`src/rtl/mem_port_arbiter_if.sv`:
```
// Bus bundle between the IF/MEM stages, the port arbiter and the RAM macro.
// slave = arbiter side, master = pipeline/RAM side.
interface mem_port_arbiter_if #(
  parameter int AW = 8,
  parameter int DW = 8
);
  logic          if_req;
  logic [AW-1:0] if_addr;
  logic [DW-1:0] if_rdata;
  logic          if_rvalid;
  logic          if_stall;
  logic          mem_rd;
  logic          mem_wr;
  logic [AW-1:0] mem_addr;
  logic [DW-1:0] mem_wdata;
  logic [DW-1:0] mem_rdata;
  logic          mem_rvalid;
  logic          int_req;
  logic          int_ack;
  logic          pc_load;
  logic [AW-1:0] pc_load_val;
  logic [AW-1:0] ram_addr;
  logic [DW-1:0] ram_wdata;
  logic          ram_we;
  logic          ram_re;
  logic [DW-1:0] ram_rdata;

  modport slave (
    input  if_req, if_addr,
    input  mem_rd, mem_wr, mem_addr, mem_wdata,
    input  int_req, ram_rdata,
    output if_rdata, if_rvalid, if_stall,
    output mem_rdata, mem_rvalid,
    output int_ack, pc_load, pc_load_val,
    output ram_addr, ram_wdata, ram_we, ram_re
  );

  modport master (
    output if_req, if_addr,
    output mem_rd, mem_wr, mem_addr, mem_wdata,
    output int_req, ram_rdata,
    input  if_rdata, if_rvalid, if_stall,
    input  mem_rdata, mem_rvalid,
    input  int_ack, pc_load, pc_load_val,
    input  ram_addr, ram_wdata, ram_we, ram_re
  );
endinterface

```
`src/rtl/mem_port_arbiter.sv`:
```
// Single-port RAM arbiter: fetch vs memory stage, boot and interrupt vectors.
// Optional perf counters under MEM_ARB_PERF_EN.
module mem_port_arbiter #(
  parameter int            AW      = 8,
  parameter int            DW      = 8,
  parameter logic [AW-1:0] RST_VEC = '0,
  parameter logic [AW-1:0] INT_VEC = AW'(1)
`ifdef MEM_ARB_PERF_EN
  ,
  parameter int            CW      = 16
`endif
) (
  input  logic clk,
  input  logic rst_n,
  mem_port_arbiter_if.slave bus
`ifdef MEM_ARB_PERF_EN
  ,
  output logic [CW-1:0] perf_stall_cnt,
  output logic [CW-1:0] perf_data_cnt
`endif
);

  typedef enum logic [2:0] {
    BOOT_RD,
    BOOT_WT,
    RUN,
    INT_RD,
    INT_WT
  } state_t;

  state_t        state;
  state_t        state_nx;
  logic          data_req;
  logic          data_go;
  logic          rd_go;
  logic          if_go;
  logic          int_go;
  logic          vec_ld;
  logic [AW-1:0] addr_c;
  logic          re_c;
  logic          we_c;
  logic          stall_c;
  logic [DW-1:0] rdata;

  assign data_req = bus.mem_rd | bus.mem_wr;
  assign rdata    = bus.ram_rdata;

  // Next state and port steering; data access beats interrupt beats fetch.
  always_comb begin
    state_nx = state;
    data_go  = 1'b0;
    rd_go    = 1'b0;
    if_go    = 1'b0;
    int_go   = 1'b0;
    addr_c   = bus.if_addr;
    re_c     = 1'b0;
    we_c     = 1'b0;
    stall_c  = 1'b1;
    unique case (state)
      BOOT_RD: begin
        re_c     = 1'b1;
        addr_c   = RST_VEC;
        state_nx = BOOT_WT;
      end
      BOOT_WT: state_nx = RUN;
      RUN: begin
        stall_c = 1'b0;
        if (data_req) begin
          data_go = 1'b1;
          stall_c = 1'b1;
        end else if (bus.int_req) begin
          int_go   = 1'b1;
          state_nx = INT_RD;
        end else if (bus.if_req) begin
          if_go = 1'b1;
          re_c  = 1'b1;
        end
      end
      INT_RD: begin
        if (data_req) begin
          data_go = 1'b1;
        end else begin
          re_c     = 1'b1;
          addr_c   = INT_VEC;
          state_nx = INT_WT;
        end
      end
      INT_WT: state_nx = RUN;
      default: state_nx = BOOT_RD;
    endcase
    if (data_go) begin
      addr_c = bus.mem_addr;
      we_c   = bus.mem_wr;
      re_c   = ~bus.mem_wr;
      rd_go  = ~bus.mem_wr;
    end
  end

  assign vec_ld = (state_nx == BOOT_WT) || (state_nx == INT_WT);

  // Reset gates the strobes so an in-flight write drops at once.
  assign bus.ram_addr    = addr_c;
  assign bus.ram_wdata   = bus.mem_wdata;
  assign bus.ram_we      = we_c & rst_n;
  assign bus.ram_re      = re_c & rst_n;
  assign bus.if_stall    = stall_c;
  assign bus.if_rdata    = rdata;
  assign bus.mem_rdata   = rdata;
  assign bus.pc_load_val = bus.pc_load ? AW'(rdata) : '0;

  // State register.
  always_ff @(posedge clk or negedge rst_n) begin
    if (!rst_n) state <= BOOT_RD;
    else        state <= state_nx;
  end

  // Registered valid/ack/load strobes, one cycle after the RAM request.
  always_ff @(posedge clk or negedge rst_n) begin
    if (!rst_n) begin
      bus.if_rvalid  <= 1'b0;
      bus.mem_rvalid <= 1'b0;
      bus.int_ack    <= 1'b0;
      bus.pc_load    <= 1'b0;
    end else begin
      bus.if_rvalid  <= if_go;
      bus.mem_rvalid <= rd_go;
      bus.int_ack    <= int_go;
      bus.pc_load    <= vec_ld;
    end
  end

`ifdef MEM_ARB_PERF_EN
  logic stall_inc;

  assign stall_inc = (state == RUN) && bus.if_req && stall_c;

  // Saturating counters for fetch stalls and granted data accesses.
  always_ff @(posedge clk or negedge rst_n) begin
    if (!rst_n) begin
      perf_stall_cnt <= '0;
      perf_data_cnt  <= '0;
    end else begin
      if (stall_inc && (perf_stall_cnt != '1))
        perf_stall_cnt <= perf_stall_cnt + 1'b1;
      if (data_go && (perf_data_cnt != '1))
        perf_data_cnt <= perf_data_cnt + 1'b1;
    end
  end
`endif

endmodule

```
`src/flat_wrapper.sv`:
```
// flat-port wrapper written by rule: the top's interface ports become plain ports
module mem_port_arbiter_flat 
#(
  parameter int            AW      = 8,
  parameter int            DW      = 8,
  parameter logic [AW-1:0] RST_VEC = '0,
  parameter logic [AW-1:0] INT_VEC = AW'(1)

)
  (clk, rst_n, bus_if_req, bus_if_addr, bus_mem_rd, bus_mem_wr, bus_mem_addr, bus_mem_wdata, bus_int_req, bus_ram_rdata, bus_if_rdata, bus_if_rvalid, bus_if_stall, bus_mem_rdata, bus_mem_rvalid, bus_int_ack, bus_pc_load, bus_pc_load_val, bus_ram_addr, bus_ram_wdata, bus_ram_we, bus_ram_re);
  mem_port_arbiter_if #(.AW(AW), .DW(DW)) bus_i ();
  input  logic clk;
  input  logic rst_n;
  input wire logic [$bits(bus_i.if_req)-1:0] bus_if_req;
  input wire logic [$bits(bus_i.if_addr)-1:0] bus_if_addr;
  input wire logic [$bits(bus_i.mem_rd)-1:0] bus_mem_rd;
  input wire logic [$bits(bus_i.mem_wr)-1:0] bus_mem_wr;
  input wire logic [$bits(bus_i.mem_addr)-1:0] bus_mem_addr;
  input wire logic [$bits(bus_i.mem_wdata)-1:0] bus_mem_wdata;
  input wire logic [$bits(bus_i.int_req)-1:0] bus_int_req;
  input wire logic [$bits(bus_i.ram_rdata)-1:0] bus_ram_rdata;
  output wire logic [$bits(bus_i.if_rdata)-1:0] bus_if_rdata;
  output wire logic [$bits(bus_i.if_rvalid)-1:0] bus_if_rvalid;
  output wire logic [$bits(bus_i.if_stall)-1:0] bus_if_stall;
  output wire logic [$bits(bus_i.mem_rdata)-1:0] bus_mem_rdata;
  output wire logic [$bits(bus_i.mem_rvalid)-1:0] bus_mem_rvalid;
  output wire logic [$bits(bus_i.int_ack)-1:0] bus_int_ack;
  output wire logic [$bits(bus_i.pc_load)-1:0] bus_pc_load;
  output wire logic [$bits(bus_i.pc_load_val)-1:0] bus_pc_load_val;
  output wire logic [$bits(bus_i.ram_addr)-1:0] bus_ram_addr;
  output wire logic [$bits(bus_i.ram_wdata)-1:0] bus_ram_wdata;
  output wire logic [$bits(bus_i.ram_we)-1:0] bus_ram_we;
  output wire logic [$bits(bus_i.ram_re)-1:0] bus_ram_re;
  assign bus_i.if_req = bus_if_req;
  assign bus_i.if_addr = bus_if_addr;
  assign bus_i.mem_rd = bus_mem_rd;
  assign bus_i.mem_wr = bus_mem_wr;
  assign bus_i.mem_addr = bus_mem_addr;
  assign bus_i.mem_wdata = bus_mem_wdata;
  assign bus_i.int_req = bus_int_req;
  assign bus_i.ram_rdata = bus_ram_rdata;
  assign bus_if_rdata = bus_i.if_rdata;
  assign bus_if_rvalid = bus_i.if_rvalid;
  assign bus_if_stall = bus_i.if_stall;
  assign bus_mem_rdata = bus_i.mem_rdata;
  assign bus_mem_rvalid = bus_i.mem_rvalid;
  assign bus_int_ack = bus_i.int_ack;
  assign bus_pc_load = bus_i.pc_load;
  assign bus_pc_load_val = bus_i.pc_load_val;
  assign bus_ram_addr = bus_i.ram_addr;
  assign bus_ram_wdata = bus_i.ram_wdata;
  assign bus_ram_we = bus_i.ram_we;
  assign bus_ram_re = bus_i.ram_re;
  mem_port_arbiter #(.AW(AW), .DW(DW), .RST_VEC(RST_VEC), .INT_VEC(INT_VEC)) u_core (.clk(clk), .rst_n(rst_n), .bus(bus_i));
endmodule
```
`config.mk`:
```
export PLATFORM = sky130hd
export DESIGN_NAME = mem_port_arbiter_flat
export DESIGN_NICKNAME = d
export VERILOG_FILES = /design/src/rtl/mem_port_arbiter_if.sv /design/src/rtl/mem_port_arbiter.sv /design/src/flat_wrapper.sv
export SDC_FILE = /design/constraint.sdc
export NUM_CORES = 1
export LEC_CHECK = 0
export CAP_MARGIN = 20
export CORE_MARGIN = 3
export CORE_UTILIZATION = 27
export CTS_CLUSTER_SIZE = 25
export DETAILED_ROUTE_END_ITERATION = 12
export PLACE_DENSITY = 0.85
export SETUP_SLACK_MARGIN = 0.1
export SLEW_MARGIN = 20
export SYNTH_ARGS = -nofsm -noshare
export SYNTH_HDL_FRONTEND = slang
export SYNTH_SLANG_ARGS = --single-unit
```
`constraint.sdc`:
```
create_clock -name clk -period 2.9 [get_ports clk]
set_input_delay 0.58 -clock clk [delete_from_list [all_inputs] [get_ports clk]]
set_output_delay 0.58 -clock clk [all_outputs]
set_load 0.01 [all_outputs]
```
**Yosys cells after proc, flatten, opt, wreduce, memory -nomap -nowiden**

Index checks and enable logic that the tools add are counted.

- Bits in registers: 7
- Word-level logic and storage cells: 42
- Bits of input ports: 38
- Output and inout port bits: 47

- Equal/unequal tests: 6
- Muxes and demuxes: 23
- Reduce and logical (&&, ||, !) cells: 4
- Bitwise operators: 4

Operators with widths:

| kind | count |
|---|---|
| 8-bit 2-to-1 mux | 3 |
| 8-bit case mux with 2 select lines | 1 |
| 1-bit 2-to-1 mux | 14 |
| 3-bit case mux with 4 select lines | 1 |
| 3-bit 2-to-1 mux | 3 |
| 3-bit by 1-bit equality test with 1-bit output, second input constant | 2 |
| 3-bit by 2-bit equality test with 1-bit output, second input constant | 2 |
| 3-bit equality test, second input constant | 2 |
| 2-bit OR reduction | 2 |
| 3-bit zero test | 1 |
| 1-bit case mux with 3 select lines | 1 |
| 1-bit AND | 2 |
| 1-bit logical OR | 1 |
| 1-bit NOT | 1 |
| 1-bit OR | 1 |

**Logic depth before layout (Yosys ltp)**

- Word-level depth: 6
- Gate-level depth with buffers: 3
- Mapped depth without buffers: 3

**Worst setup path after synthesis**

No wires, ideal clock.

- Path type: input-to-output
- Start: input port bus_mem_rd
- End: output port bus_ram_re
- Cell stages on the path: 3
- Data arrival time: 1350 ps
- Path slack: 970 ps
- Cells stage by stage: nor3_2 -> nand4b_1 -> a221oi_2

- Cells in the longest elaborated chain, start to end: 5
- Elaborated cells between the ends (all ways): 8
- Classes of those cells: 6 x mux; 2 x bitwise

Ends and longest elaborated chain:

| item | RTL line | RTL |
|---|---|---|
| start, declared | flat_wrapper.sv:16 | `input wire logic [$bits(bus_i.mem_rd)-1:0] bus_mem_rd;` |
| 1-bit OR (*) | mem_port_arbiter.sv:45 | `assign data_req = bus.mem_rd \| bus.mem_wr;` |
| 1-bit 2-to-1 mux, on equally long branches | mem_port_arbiter.sv:80, mem_port_arbiter.sv:68 |  |
| 1-bit case mux with 3 select lines or 1-bit 2-to-1 mux (tied branches) | - |  |
| 1-bit 2-to-1 mux (*) | mem_port_arbiter.sv:91 | `if (data_go) begin` |
| 1-bit AND (*) | mem_port_arbiter.sv:105 | `assign bus.ram_re = re_c & rst_n;` |
| end, declared | flat_wrapper.sv:33 | `output wire logic [$bits(bus_i.ram_re)-1:0] bus_ram_re;` |

Every way passes the cells marked *; elsewhere a longest branch is shown, timed or not.

**Worst setup path in the final report**

- Start: input port bus_mem_rd
- End: output port bus_ram_addr[1]

- Cells in the longest elaborated chain, start to end: 4
- Elaborated cells between the ends (all ways): 6
- Classes of those cells: 5 x mux; 1 x bitwise

Ends and longest elaborated chain:

| item | RTL line | RTL |
|---|---|---|
| 1-bit OR (*) | mem_port_arbiter.sv:45 |  |
| 8-bit 2-to-1 mux or 1-bit 2-to-1 mux (tied branches) | mem_port_arbiter.sv:80, mem_port_arbiter.sv:68 |  |
| 8-bit case mux with 2 select lines or 1-bit 2-to-1 mux (tied branches) | - |  |
| 8-bit 2-to-1 mux (*) | mem_port_arbiter.sv:91 |  |
| end, declared | flat_wrapper.sv:30 | `output wire logic [$bits(bus_i.ram_addr)-1:0] bus_ram_addr;` |

Marked as above.

==> flow_metrics.py <==
metrics = {
    "synth": {
        "yosysUniqueCellTypes": 28,
        "syn-cell-area_sq_um": 676,
        "synth_fp_nets": 114,
        "yosysMostFrequentCell": "buf_4",
        "synth-edff-count": 0,
        "ys_ff_latch": 7,
        "synthTopCellsByArea": "buf_4 (27%), dfrtp_1 (26%), a22o_2 (8.9%)",
        "yosysWarnings": 0,
        "synth_top_area_share_pct": 26.7,
        "ys.flop_type": "dfrtp_1",
        "netlist_instances": 76,
        "async_flop_share_pct": 100,
        "ys_top_cells_by_count": "buf_4 (24), and2_1 (8), dfrtp_1 (7)",
        "syn_avg_cell_area_sq_um": 8.89,
        "yosysSeqAreaShare_pct": 25.9,
        "yosys.area.top_type": "buf_4",
    },
    "clock_network": {
        "hold_buffers": 0,
        "clk_latency_ns": 0.24,
        "cts_setup_buffers": 0,
        "cts_tree": "yes",
        "cts_buffers": 3,
        "clk_pin_slew_worst_paths_ns": 0.05,
        "ctsResizeCount": 12,
        "cts.htree.levels": 1,
        "numClockSinks": 7,
        "clock_tree.root_cell": "clkbuf_4",
        "cts.path.max_buffers": 2,
    },
    "detailed_routing": {
        "dr.pass1.iters": 4,
        "dr_total_vias": 732,
        "ant_nets": 0,
        "vias_per_cell": 4.66,
        "drtIter0Drc": 9,
        "route.detailed.drc": 0,
        "avgRoutedWirePerCell_um": 12.4,
        "wl_um": 1950,
    },
    "sta": {
        "finalCritPeriodShare_pct": 91.4,
        "fin_skew_ns": 0.00295,
        "relSlewSlack_pct": 81.4,
        "rsz0062_at_grt": "false",
        "layout_setup_ws_ns": 0.249,
        "hold_viol": 0,
        "tightest_slew_ns": 0.280,
        "final_max_slew_viol_count": 0,
        "fmax_ghz": 0.377,
        "setup-tns-final_ns": 0,
        "finalSetupViolations": 0,
        "finalCriticalPeriod_ns": 2.65,
    },
    "floorplanning": {
        "row_count": 17,
        "die_w_um": 56.0,
        "io_pins": 85,
        "core-area_sq_mm": 0.00230,
        "initial_core_util_pct": 29.4,
        "fp.dieH_um": 56.0,
        "die-area_sq_mm": 0.00314,
    },
    "pwr": {
        "p_comb_share_pct": 65.3,
        "vdd_drop_max_uv": 405,
        "p_int_mw": 0.455,
        "seqPwrFrac_pct": 23.2,
        "p_switching_mw": 0.266,
        "powerDensity_mw_per_mm2": 567,
        "swShare_pct": 36.9,
        "power.leakage_nw": 0.551,
        "pwr-share-clk_pct": 11.5,
    },
    "placement": {
        "place_inst": 153,
        "gp_congestion": 0.809,
        "detailedPlace.worstSlack_ns": -0.0316,
        "port_buffers": 68,
        "dpl.hpwl_um": 1740,
        "dpl-instance-area_sq_mm": 0.00125,
    },
    "min_path": {
        "hold_depth": 1,
        "min_path_type": "flip-flop to flip-flop",
    },
    "critical_path": {
        "cp_top_family": "buffers and inverters",
        "crit_type": "input port to output pin",
        "critPathCaptureType": "output pin",
        "critPathMaxFanout": 8,
        "critPathMaxStageDelay_ns": 0.52,
        "reg2reg_depth": 3,
        "path_cells": "clkdlybuf4s50_1 -> nor3_4 -> a211o_4 -> a22o_2 -> dlygate4sd2_1",
        "crit_required_ns": 2.32,
        "path_buf_inv": 2,
        "worst-path-stages": 5,
        "start_kind": "input port",
        "arrival_ns": 2.07,
        "slowest_stage": "clkdlybuf4s50_1",
    },
    "layout": {
        "final_cells": 157,
        "area_delta_synth_final_pct": 88.1,
        "final_util_pct": 55.3,
        "diodes": 0,
        "drive_above_1_share_pct": 17.1,
        "fillers": 205,
        "nNetsFinal": 168,
        "fin_area_sq_mm": 0.00127,
    },
    "global_routing": {
        "grt_first_pass_wirelength_um": 3020,
        "overflow": 0,
        "track_usage_pct": 11.9,
        "grt_pass1_vias": 721,
        "grt_max_degree": 10,
        "antenna_found_initial": 0,
    },
    "status": {
        "status": "complete, no violations",
    },
    "run": {
        "cap_violations": 0,
    },
}
-- cells in the final DEF (no fill, tap or decap) --
master	n
nand3b_1	1
or3_1	1
and3_1	2
nor2_2	2
nand2_1	2
inv_1	3
a22o_1	1
a221oi_2	1
and3_2	2
dlygate4sd2_1	10
nand2b_1	2
dfrtp_1	7
a31oi_1	1
o2bb2a_1	1
nor3_4	1
a21oi_1	1
nand4b_1	1
and2b_1	1
and2_1	8
or2_2	1
o211ai_1	1
nand3_1	1
a211o_4	1
o21ai_0	1
nor3_1	1
nor2b_1	1
nor2_1	1
clkbuf_1	1
clkdlybuf4s50_1	58
clkbuf_4	3
buf_4	5
a22o_2	6
-- cells by family after synthesis --
kind of cell           after synthesis  synth area share, %
buffers and inverters               27                 28.3
AOI/OAI and AO/OA                   14                 20.0
and+or+nand+nor                     28                 25.7
DFF                                  7                 25.9
-- state kept, by name, indices dropped and copies added, names as in the netlist --
| signal | cells |
|---|---|
| u_core.bus.if_rvalid | 1 |
| u_core.bus.int_ack | 1 |
| u_core.bus.mem_rvalid | 1 |
| u_core.bus.pc_load | 1 |
| u_core.state | 3 |
-- per-stage QoR --
| step | power (mW) | hold WS [ns] |
|---|---|---|
| final | 0.721 | 0.580 |
| after CTS | 0.730 | 0.580 |
| after detailed placement | 0.675 | 0.577 |
| after global placement | 0.664 | 0.575 |
| after floorplan | 0.413 | 0.284 |
| after global routing | 0.773 | 0.611 |
-- cell type report --
type / instances / area, sq um / area share (%)
sequential: 7 / 175 / 13.8
clock buffer: 4 / 26.3 / 2.07
timing repair buffer: 73 / 706 / 55.5
multi-input combinational: 42 / 318 / 25.0
tap: 28 / 35.0 / 2.76
inverter: 3 / 11.3 / 0.886
-- final timing paths --
check | to | from | slack (ns)
min in group asynchronous | u_core.state[0] | rst_n | 0.66
max in group asynchronous | u_core.bus.mem_rvalid | rst_n | 2.11
setup reg to reg | u_core.bus.if_rvalid | u_core.state[2] | 1.77
setup / recovery | bus_ram_addr[1] | bus_mem_rd | 0.25
hold / removal | u_core.bus.pc_load | u_core.state[2] | 0.58
hold reg to reg | u_core.bus.pc_load | u_core.state[2] | 0.58
-- routing by layer --
layer	part of all wire (%)	up-vias	GRT usage [%]
met3	20	2	6.96
met5	0	-	0
met2	46	73	20.4
met4	0.21	0	5.42
met1	33	310	11.3
li1	-	347	-
-- power by group through the flow --
stage / clock (mW) / combinational (mW) / sequential (mW)
floorplan: 0 / 0.252 / 0.161
global placement: 0 / 0.499 / 0.165
detailed placement: 0 / 0.508 / 0.167
CTS: 0.0867 / 0.476 / 0.167
global route: 0.0901 / 0.508 / 0.175
finish: 0.0828 / 0.471 / 0.167
Note: power is estimated with default switching activity, not from simulation.
==> edit 1: new RTL, same flow settings <==
`AW` is set to 8 in 3 places; all go to 10.
--- a/src/rtl/mem_port_arbiter_if.sv
+++ b/src/rtl/mem_port_arbiter_if.sv
@@ -2,5 +2,5 @@
 // slave = arbiter side, master = pipeline/RAM side.
 interface mem_port_arbiter_if #(
-  parameter int AW = 8,
+  parameter int AW = 10,
   parameter int DW = 8
 );
--- a/src/rtl/mem_port_arbiter.sv
+++ b/src/rtl/mem_port_arbiter.sv
@@ -2,5 +2,5 @@
 // Optional perf counters under MEM_ARB_PERF_EN.
 module mem_port_arbiter #(
-  parameter int            AW      = 8,
+  parameter int            AW      = 10,
   parameter int            DW      = 8,
   parameter logic [AW-1:0] RST_VEC = '0,
--- a/src/flat_wrapper.sv
+++ b/src/flat_wrapper.sv
@@ -2,5 +2,5 @@
 module mem_port_arbiter_flat 
 #(
-  parameter int            AW      = 8,
+  parameter int            AW      = 10,
   parameter int            DW      = 8,
   parameter logic [AW-1:0] RST_VEC = '0,
Ports: changed (resized bus_if_addr, bus_mem_addr, bus_pc_load_val and bus_ram_addr); port bits go from 85 to 93. The function was not compared with the original's and may differ.
==> edit 1 against the original RTL <==
Register-to-register slack got worse by 30 ps; setup slack improved by 12 ps; wire length rose by 15%; sequential cell count did not move; global-route usage rose by 0.83 points; clock power rose by 2%; final area rose by 6.2%; synthesized area rose by 7.6%; power rose by 11%.
==> edit 1: results (changes against the original RTL) <==
Hold Startpoint -> u_core.state[2]
Pint -> 0.5052 mW (+11%)
# fillers -> 228 (+11%)
Synth top cells by count -> buf_4 (26), a22o_1 (9), and2_1 (8), dfrtp_1 (7), nand2_1 (5)
routed len/inst -> 13.19 um (+6.2%)
largest register by flop count -> u_core.state
R2R Path End -> u_core.bus.if_rvalid
DR vias -> 782 (+6.8%)
P_leak -> 0.5570 nW (+1.0%)
post-synthesis adder-cell area fraction -> 0% (unchanged)
Crit Path Max Fanout -> 9 (+1)
Clock transition at path regs -> 50 ps (about the same)
port bufs -> 74 (+8.8%)
layout cell share with drive strength beyond 1 -> 7.143% (-9.9 points)
post_cts resized -> 5 (-7)
Post-synth top flop -> dfrtp_1
R2R Setup Slk -> 1740 ps (-30 ps)
Largest delay share family, worst path -> buffers and inverters
status -> complete, no violations
RR Startpoint -> u_core.state[1]
CP Data Arrival Time -> 2060 ps
first-pass GRT wire length -> 3.298 mm (+9.1%)
mux contribution to synthesized area -> 0% (unchanged)
asr flop ratio synth -> 100.0% (unchanged)
RD Place Congestion -> 0.7917 (-2.1%)
hpwl dp -> 2.001 mm (+15%)
largest net degree at the start of global routing -> 11 (+1)
Final #Nets -> 183 (+8.9%)
clock root buffer -> clkbuf_4
initial antenna violation count -> 0 (unchanged)
Synth Area in XOR/XNOR -> 0% (unchanged)
Register-to-Register Path Depth -> 4 (+1)
vias in the first global route -> 700 (-2.9%)
DR pass1 iterations -> 4 (unchanged)
max reg flops -> 3 (unchanged)
sequential area share after synthesis -> 24.10% (-1.8 points)
Worst Setup EP -> bus_ram_addr[1]
number of diodes -> 0 (unchanged)
Compound-Gate Fraction of Synth Area -> 18.59% (-1.4 points)
Critical Path Source -> bus_mem_rd
worst skew pair latency -> 250 ps
Total GRT Usage -> 12.70% (+0.83 points)
Post-CTS Hold Buffers -> 0 (unchanged)
Clock Tree Buf Depth -> 2 (unchanged)
final worst slack -> 261.6 ps (+12.35 ps)
drt initial violations -> 27 (+18)
Setup violations, final -> 0 (unchanged)
distinct cell type count after synthesis -> 26 (-7.1%)
H-tree Lvls -> 1 (unchanged)
post-CTS setup buffers -> 0 (unchanged)
tightest hold margin -> 623.0 ps (+43.03 ps)
VDD IR max -> 303.8 uV (-25%)
CP peak stage delay -> 530 ps
Final Skew -> 2.818 ps (-0.1339 ps)
DP Worst Slack -> -94.10 ps (-62.51 ps)
Area contributors post-synth -> buf_4 (27%), dfrtp_1 (24%), a22o_1 (11%), and2_1 (6.9%), nor4b_4 (3.3%)
cts bufs inserted -> 3 (unchanged)
-- edit 1: logic make-up after synthesis --
kind of cell,Yosys count
and+or+nand+nor,30
other,1
DFF,7
buffers and inverters,30
AOI/OAI and AO/OA,18
-- edit 1: power groups by stage --
stage,logic [mW],registers (mW),clock network (mW)
after floorplan,0.301,0.154,0
after global placement,0.530,0.169,0
after detailed placement,0.541,0.172,0
after CTS,0.548,0.170,0.0880
after global routing,0.583,0.179,0.0976
final,0.544,0.170,0.0846
-- edit 1: per-layer routing --
| metal | share of wire [%] | global-route usage, % | vias up |
|---|---|---|---|
| li1 | - | - | 377 |
| met1 | 36 | 14.09 | 347 |
| met2 | 51 | 22.74 | 54 |
| met3 | 12 | 4.232 | 4 |
| met4 | 1.2 | 3.974 | 0 |
| met5 | 0 | 0 | - |
-- edit 1: area by class of cell --
| class | instances | area, um^2 | area share (%) |
|---|---|---|---|
| Sequential cell | 7 | 175.2 | 12.98 |
| Clock buffer | 4 | 26.28 | 1.946 |
| Inverter | 1 | 3.754 | 0.2780 |
| Multi-Input combinational cell | 50 | 340.3 | 25.21 |
| Tap cell | 30 | 37.54 | 2.780 |
| Timing Repair Buffer | 78 | 767.0 | 56.81 |
-- edit 1: stage by stage --
step | std cells | area [um^2]
3_5_place_dp | 166 | 1318
2_1_floorplan | 87 | 730.7
6_report | 170 | 1350
4_1_cts | 170 | 1350
3_3_place_gp | 166 | 1318
5_1_grt | 170 | 1350
==> edit 2: new RTL, config.mk and constraints unchanged <==
Without the edit above. Encoding of `state_t`: now Gray code (3 bits for 5 states).
--- a/src/rtl/mem_port_arbiter.sv
+++ b/src/rtl/mem_port_arbiter.sv
@@ -22,9 +22,9 @@
 
   typedef enum logic [2:0] {
-    BOOT_RD,
-    BOOT_WT,
-    RUN,
-    INT_RD,
-    INT_WT
+    BOOT_RD = 3'b000,
+    BOOT_WT = 3'b001,
+    RUN     = 3'b011,
+    INT_RD  = 3'b010,
+    INT_WT  = 3'b110
   } state_t;
 
Function: same outputs for any inputs over 10 cycles, from zero or initial values and one cycle with rst_n low; not proved beyond that.
==> edit 2 against the original RTL <==
Count of clock-buffer cells in the layout unchanged; synthesized area up 3.7%; wire length grew 14%; critical path depth did not move; setup slack lost 20 ps; largest power group unchanged; power up 1.5%; sequential cell count stayed put; highest routed layer is now met3; final area unchanged; die area up 3.3%; final cell count rose by 7.0%; register-to-register slack lost 110 ps; critical endpoint is now bus_ram_re.
==> edit 2: results (changes against the original RTL) <==
DP Worst Slack -> 31.44 ps (+63.03 ps)
Seq area share -> 13.78% (unchanged)
number of clock buffers in the layout -> 4 (unchanged)
layout cell share with drive strength beyond 1 -> 8.571% (-8.5 points)
status -> complete, no violations
first-pass GRT wire length -> 3.491 mm (+16%)
Synth top cells by count -> buf_4 (24), nand2_1 (11), and2_1 (8), nand3_1 (8)
hpwl dp -> 1.907 mm (+9.7%)
Register-to-Register Path Depth -> 2 (-1)
Post-Route WL -> 2.228 mm (+14%)
initial antenna violation count -> 0 (unchanged)
post-CTS setup buffers -> 0 (unchanged)
Area contributors post-synth -> buf_4 (26%), dfrtp_1 (25%), and2_1 (7.1%), nand2_1 (5.9%), nand3_1 (5.7%)
inverter count -> 1 (-2)
CP Data Arrival Time -> 2090 ps (+20 ps)
P_leak -> 0.6050 nW (+9.7%)
Total GRT Usage -> 13.41% (+1.5 points)
Post-synth top flop -> dfrtp_1
clock sinks -> 7 (unchanged)
Vias per Instance -> 4.625 (-0.80%)
max reg flops -> 3 (unchanged)
Final #Nets -> 179 (+6.5%)
vias in the first global route -> 757 (+5.0%)
multi-input combinational area share -> 24.02% (-0.98 points)
worst slew pin tran -> 493.0 ps (+213.4 ps)
non-clock buffer count -> 72 (-1.4%)
DR pass1 iterations -> 4 (unchanged)
drt initial violations -> 19 (+10)
Hold WC Path Type -> in -> async
Largest delay share family, worst path -> buffers and inverters
multi-input combinational gate total -> 56 (+33%)
VDD IR max -> 291.3 uV (-28%)
Final Skew -> 2.358 ps (-0.5940 ps)
number of diodes -> 0 (unchanged)
# fillers -> 219 (+6.8%)
distinct cell type count after synthesis -> 24 (-14%)
largest register by flop count -> u_core.state
NonClk Buf Share -> 57.09% (+1.6 points)
tightest hold margin -> 552.0 ps (-28.02 ps)
Mapped Nets -> 131 (+15%)
CP peak stage delay -> 450 ps (-70 ps)
largest net degree at the start of global routing -> 11 (+1)
sequential area share after synthesis -> 25.00% (-0.93 points)
Peak Freq -> 0.3745 GHz (-0.74%)
R2R Setup Slk -> 1660 ps (-110 ps)
RD Place Congestion -> 0.8673 (+7.3%)
[edit 2: cell types whose count changed in the layout (fill, tap and decap cells not counted), sizes merged, moves of 3 or more]
cell | before | now
nand3 | 1 | 8
dlymetal6s2s | 0 | 7
nor2 | 3 | 6
a22o | 7 | 0
dlygate4sd2 | 10 | 2
o21ai | 1 | 7
and3 | 4 | 1
nand2 | 2 | 11
[edit 2: layer usage]
layer	part of all wire, %	vias to the layer above	wire [um]	GRT usage [%]
met5	0	-	0	0
met4	0	0	0	4.967
met3	15	0	327	5.882
met2	49	60	1090	23.98
met1	36	339	810	13.76
li1	-	378	-	-
[edit 2: kinds of logic (layout without fill, tap and decap cells)]
group                  Yosys count  in the layout  synth area share, %
AND/OR/NAND/NOR                 41             41                30.36
buffers and inverters           30             77                31.43
AO/OA/AOI/OAI                   15             15                13.21
flip-flops                       7              7                25.00
[edit 2: metrics by stage]
| step | area, um^2 | cells |
|---|---|---|
| 2_1_floorplan | 700.7 | 93 |
| 3_3_place_gp | 1230 | 164 |
| 3_5_place_dp | 1230 | 164 |
| 4_1_cts | 1254 | 168 |
| 5_1_grt | 1271 | 168 |
| 6_report | 1271 | 168 |
[edit 2: path summary, 6_finish.rpt]
path	startpoint	to
max	bus_mem_wr	bus_ram_re
min reg2reg	u_core.state[1]	u_core.bus.pc_load
max in group asynchronous	rst_n	u_core.bus.int_ack
max reg2reg	u_core.state[1]	u_core.bus.if_rvalid
min in group clk	u_core.state[1]	u_core.bus.pc_load
min	rst_n	u_core.state[1]
[edit 2: timing repair]
action | CTS | global route
resized for setup | 2 | 7
hold buffers | 0 | 0
endpoints found under the setup margin | 2 | 7
[edit 2: power breakdown]
part,leakage (nW),internal [mW],switching [mW]
logic,0.501,0.267,0.212
registers,0.0886,0.123,0.0391
clock network,0.0150,0.0526,0.0372
